### src/rtl/wb_regs.sv
// wb_regs: 32 x 32-bit register file with a writeback stage, a commit counter and
// optional read forwarding enabled by the macro WB_REGS_BYPASS_EN.
module wb_regs (
   input  logic        clk,
   input  logic        rst,
   input  logic [4:0]  rd_addr_i,
   input  logic [31:0] rd_data_i,
   input  logic        rd_wr_en_i,
   input  logic        hold_i,
   input  logic [4:0]  rs1_addr_i,
   input  logic [4:0]  rs2_addr_i,
   output logic [31:0] rs1_data_o,
   output logic [31:0] rs2_data_o,
   input  logic [4:0]  dbg_addr_i,
   output logic [31:0] dbg_data_o,
   output logic [31:0] wr_cnt_o
);

   logic [31:0] regs_reg [32];
   logic [4:0]  wb_addr_reg;
   logic [31:0] wb_data_reg;
   logic        wb_en_reg;
   logic [31:0] wr_cnt_reg;
   logic        commit;

   // x0 is never written, so commits to it are also not counted.
   assign commit = wb_en_reg && (wb_addr_reg != 5'd0);

   // Hold only blocks capture: the pending writeback still commits on the same edge.
   always_ff @(posedge clk or posedge rst) begin
      if (rst) begin
         wb_addr_reg <= '0;
         wb_data_reg <= '0;
         wb_en_reg   <= 1'b0;
         wr_cnt_reg  <= '0;
      end else begin
         wb_en_reg <= rd_wr_en_i && !hold_i;
         if (!hold_i) begin
            wb_addr_reg <= rd_addr_i;
            wb_data_reg <= rd_data_i;
         end
         if (commit) begin
            wr_cnt_reg <= wr_cnt_reg + 32'd1;
         end
      end
   end

   always_ff @(posedge clk or posedge rst) begin
      if (rst) begin
         for (int i = 0; i < 32; i++) begin
            regs_reg[i] <= '0;
         end
      end else if (commit) begin
         regs_reg[wb_addr_reg] <= wb_data_reg;
      end
   end

   // Newest data wins: execute stage, then writeback stage, then the array.
   function automatic logic [31:0] read_port(input logic [4:0] addr);
      if (addr == 5'd0) begin
         return 32'd0;
      end
`ifdef WB_REGS_BYPASS_EN
      if (rd_wr_en_i && (rd_addr_i == addr)) begin
         return rd_data_i;
      end
      if (wb_en_reg && (wb_addr_reg == addr)) begin
         return wb_data_reg;
      end
`endif
      return regs_reg[addr];
   endfunction

   always_comb begin
      rs1_data_o = read_port(rs1_addr_i);
      rs2_data_o = read_port(rs2_addr_i);
      dbg_data_o = (dbg_addr_i == 5'd0) ? 32'd0 : regs_reg[dbg_addr_i];
   end

   assign wr_cnt_o = wr_cnt_reg;

endmodule

### config.mk
export PLATFORM = sky130hd
export DESIGN_NAME = wb_regs
export DESIGN_NICKNAME = d
export VERILOG_FILES = /design/src/rtl/wb_regs.sv
export SDC_FILE = /design/constraint.sdc
export NUM_CORES = 2
export LEC_CHECK = 0
export CAP_MARGIN = 25
export CORE_MARGIN = 5
export CORE_UTILIZATION = 48
export DETAILED_ROUTE_END_ITERATION = 8
export HOLD_SLACK_MARGIN = 0.08
export PLACE_DENSITY = 0.72
export SLEW_MARGIN = 40
export SYNTH_ARGS = -nofsm -noshare
export SYNTH_HDL_FRONTEND = slang
export SYNTH_SLANG_ARGS = --single-unit
### constraint.sdc
create_clock -name clk -period 64 [get_ports clk]
set_input_delay 6.4 -clock clk [delete_from_list [all_inputs] [get_ports clk]]
set_output_delay 6.4 -clock clk [all_outputs]
set_load 0.02 [all_outputs]
; After elaboration in Yosys (flattened, before gate mapping)
; Index checks and enable logic that the tools add are counted.
[word_totals]
out_inout_bits = 128
in_bits = 56
regBits = 1094
elab_cells = 73
[op_classes]
bitwise_logic = 4
reduce_logical = 8
muxes = 19
n_addsub = 1
magnitude_cmp = 5
[op_table]
columns = cell, count
row1 = 1024-bit bitwise mux, 1
row2 = 32-bit binary-select mux with 5-bit select, 3
row3 = 32-bit two-way mux, 12
row4 = 32-bit demux with 5-bit select, 1
row5 = "32-bit by 1-bit adder with 32-bit output, second input constant", 1
row6 = "6-bit greater-or-equal comparator, second input constant", 4
row7 = 5-bit NOT with 6-bit output, 4
row8 = 5-bit logical NOT, 3
row9 = "6-bit by 1-bit < comparator with 1-bit output, second input constant", 1
row10 = 5-bit nonzero test, 1
row11 = 1-bit logical AND, 3
row12 = 1-bit two-way mux, 2
row13 = 1-bit logical NOT, 1

; Depth between registers and ports, before layout
[depth]
ltp_word = 6
ltp_mapped = 8
depth_no_buf = 5

; Least setup slack after synthesis
; Ideal clock, no wire load.
[synth_timing]
path_kind = input to output
from = input port dbg_addr_i[0]
to = output port dbg_data_o[16]
t_required_ns = 57.600
path_slack_ns = 49.480
arrival_time_ns = 8.120
stages = 6
path_buffers = 2
path_cell_list = buf_2 -> clkbuf_1 -> mux4_2 -> mux2_2 -> o21ai_0 -> a21oi_1
[synth_between]
elab_chain_cells = 5
word_cells_on_any_way = 6
classes_between = mux: 4 / bitwise: 1 / reduce/logical: 1
[synth_rtl]
columns = item, line
row1 = from (decl), 14  ; input logic [4:0] dbg_addr_i,
row2 = 5-bit NOT with 6-bit output (implied by the code), 77  ; dbg_data_o = (dbg_addr_i == 5'd0) ? 32'd0 : regs_reg[dbg_addr_i];
row3 = 32-bit binary-select mux with 5-bit select, 77
row4 = 32-bit two-way mux (implied by the code) (2 in series), 77
row5 = 32-bit two-way mux *, 77
row6 = to (decl), 15  ; output logic [31:0] dbg_data_o,
; Mark *: on every way between the ends. The rest lies on a longest branch, timed or not. The select of a mux whose other input is x is not followed.

; Worst setup path in the final report
[layout_timing]
from = input port rs1_addr_i[2]
to = output port rs1_data_o[17]
[layout_between]
elab_chain_cells = 5
word_cells_on_any_way = 7
classes_between = mux: 5 / bitwise: 1 / reduce/logical: 1
[layout_rtl]
columns = item, line
row1 = from (decl), 10  ; input logic [4:0] rs1_addr_i,
row2 = 5-bit NOT with 6-bit output (implied by the code), 71  ; return regs_reg[addr];
row3 = 32-bit binary-select mux with 5-bit select, 71
row4 = 32-bit two-way mux (implied by the code) (2 in series), 71
row5 = 32-bit two-way mux *, 71
row6 = to (decl), 12  ; output logic [31:0] rs1_data_o,
; Marks and branches as above.

==> flow_summary.json <==
{
  "status": "finished clean",
  "ys_warn_count": 0,
  "portBuffers": 183,
  "drive_gt1_share_pct": 54.9,
  "instances_no_fill": 6133,
  "cts_max_level": 3,
  "die_h_um": 379,
  "fin_setup_tns_ns": 0,
  "synth_nets": 4395,
  "grt_pass1_wl_um": 313000,
  "synth.top_cell.area_share_pct": 42.0,
  "track_usage_pct": 29.9,
  "slowest_delay_ns": 0.83,
  "cp.arrival_ns": 10.59,
  "root_buffer": "clkbuf_16",
  "path_cells": "buf_8, buf_6, buf_4, nor4_4, buf_4, a21oi_1, o21ai_0, a31oi_1, clkdlybuf4s50_1",
  "cts_tree": "done",
  "grt_pass1_vias": 44800,
  "setup.worst_path.class": "primary input to output port",
  "reg2reg_to": "regs_reg[615]",
  "synthTopCellsByArea": "dfrtp_1 (42%), mux4_2 (27%), mux2_2 (21%)",
  "setup_viol": 0,
  "place_congestion": 0.849,
  "drc": 0,
  "wl_um": 214000,
  "mostFrequentLayoutCells": "mux2_2 (1,194), dfrtp_1 (1,062), mux4_2 (768), clkdlybuf4s50_1 (167)",
  "drt_iter0_drc": 5469,
  "maxCapViolCount": 0,
  "syn_inst": 4338,
  "critical-path-top-delay-family": "buffers and inverters",
  "path_clk_slew_ns": 0.06,
  "fin_area_sq_mm": 0.0728,
  "ctsHoldBuffers": 0,
  "finalMaxSlewViolations": 0,
  "ys_ff_latch": 1094,
  "final_antenna_net_count": 0,
  "chipWidth_um": 379,
  "nNetsFinal": 4301,
  "clk_latency_ns": 0.75,
  "rows": 135,
  "p_leak_uw": 0.0309,
  "yosysUniqueCellTypes": 39,
  "cts_resized": 0,
  "start_util_pct": 48.2,
  "numClockSinks": 1094,
  "power.density_mw_per_mm2": 31.1,
  "antenna_found_initial": 5,
  "reg2reg_slack_ns": 60.65,
  "path_max_fanout": 67,
  "relSlewSlack_pct": 36.7,
  "vias_per_cell": 7.18,
  "min-delay-start": "regs_reg[1015]",
  "grt-ovfl-total": 0,
  "syn_area_per_cell_sq_um": 15.0,
  "dr_total_vias": 44000,
  "whs_endpoint": "regs_reg[1015]",
  "cp_slowest_cell": "buf_4",
  "cp.required_ns": 57.60,
  "syn_area_sq_mm": 0.0652,
  "endpoint_kind": "output port",
  "drtPass1Iterations": 6,
  "hold_class": "flop to flop",
  "worst_r2r_startpoint": "wb_addr_reg[4]",
  "post_cts_buffers": 0,
  "dp.cells": 5903,
  "wl_per_cell_um": 34.9,
  "post-route-min-period_ns": 16.99,
  "synth_area_leader_cell": "dfrtp_1",
  "dieArea_sq_mm": 0.143,
  "holdPathStages": 0,
  "area_growth_pct": 11.7,
  "reg2regPathDepth": 6,
  "dpl.hpwl_um": 123000,
  "grt_max_degree": 155,
  "placed_area_sq_mm": 0.0685,
  "post-route-period-util_pct": 26.5,
  "start_kind": "primary input",
  "rsz0062_at_grt": "no",
  "crit_buf_inv": 5,
  "cts_buffers": 117,
  "finalHoldViolations": 0,
  "pin_count": 184,
  "core_sq_mm": 0.135,
  "peakVddDrop_mv": 0.0312,
  "fin_skew_ns": 0.0331,
  "cpMostUsedCell": "buf_4",
  "final_common_cell": "mux2_2",
  "ys_seq_area_share_pct": 42.0,
  "worstMarginPinSlew_ns": 0.949,
  "largest_reg_flops": 1024,
  "cts_max_path_buffers": 3,
  "max_freq_mhz": 58.9
}
==> cell type report <==
type                            instances  area, sq um
Antenna cell                            6         15.0
Clock buffer                          165         3450
Clock inverter                         56          689
Fill cell                           10700        62500
Inverter                                6         30.0
Multi-Input combinational cell       2730        35900
Sequential cell                      1094        27400
Tap cell                             1781         2230
Timing Repair Buffer                  295         3040
==> worst max-delay path by stage <==
stage / start / endpoint / slack [ns] / cells past startpoint
after detailed placement: dbg_addr_i[0] / dbg_data_o[18] / 46.94 / 7
after global routing: dbg_addr_i[0] / dbg_data_o[18] / 46.87 / 7
after global placement: dbg_addr_i[0] / dbg_data_o[18] / 46.70 / 7
final: rs1_addr_i[2] / rs1_data_o[17] / 47.01 / 9
after floorplan: rst / regs_reg[0] / 26.80 / 1
after CTS: dbg_addr_i[0] / dbg_data_o[18] / 46.93 / 7
==> metal layers <==
metal / vias up / track usage [%] / part of all wire (%)
li1: 17000 / - / -
met4: 2 / 13.0 / 4.8
met2: 2822 / 45.0 / 45
met3: 549 / 7.74 / 11
met1: 23700 / 41.5 / 39
met5: - / 0 / 0.037
==> worst register-to-register path, cell delays in order, from the launching register on <==
cell	delay [ns]
dfrtp_1	0.59
nor3_4	0.74
nor4_4	0.15
nand4b_1	0.36
buf_4	0.27
buf_4	0.66
mux2_2	0.44
==> per-stage QoR <==
| step | utilization [%] | worst slack (ns) | hold WS, ns | power (uW) |
|---|---|---|---|---|
| floorplan | - | 26.80 | 0.458 | 1370 |
| global placement | 50.4 | 46.70 | 0.395 | 1510 |
| detailed placement | 50.7 | 46.94 | 0.402 | 1530 |
| CTS | 53.7 | 46.93 | 0.417 | 2260 |
| global route | 53.8 | 46.87 | 0.430 | 2350 |
| finish | 53.8 | 47.01 | 0.416 | 2270 |
==> cells by family (layout without fill, tap and decap cells) <==
logic type                 Yosys count  in the layout  share of synthesized area [%]
AOI/OAI and AO/OA                  386            386                           3.53
xor gates and xnor gates            31             31                          0.416
adders and majority gates            1              1                         0.0192
buffers and inverters              514            522                           3.33
DFF                               1094           1094                           42.0
muxes                             2086           2086                           49.1
other                                0              6                              0
and+or+nand+nor                    226            226                           1.67
==> cell usage after synthesis, drive strengths merged <==
cell,count
mux2,1195
or3,1
clkbuf,249
nand2b,4
a31oi,69
nand2,93
a221oi,27
nand4b,3
and3,4
ha,1
nand3b,4
xnor2,16
a211oi,1
and2,4
nor2b,11
inv,6
or2,4
xor2,15
nor4,5
mux4,768
nor3b,5
nand4,6
nor2,53
a2111o,1
a21oi,123
and4,6
a22oi,69
mux2i,123
o21ai,96
dfrtp,1094
nand3,15
buf,259
nor3,8
==> power by group <==
group / switching, uW / leakage, uW / internal, uW
clock network: 301 / 0.00205 / 431
logic: 212 / 0.0144 / 340
registers: 150 / 0.0145 / 831
Note: power is estimated with default switching activity, not from simulation.
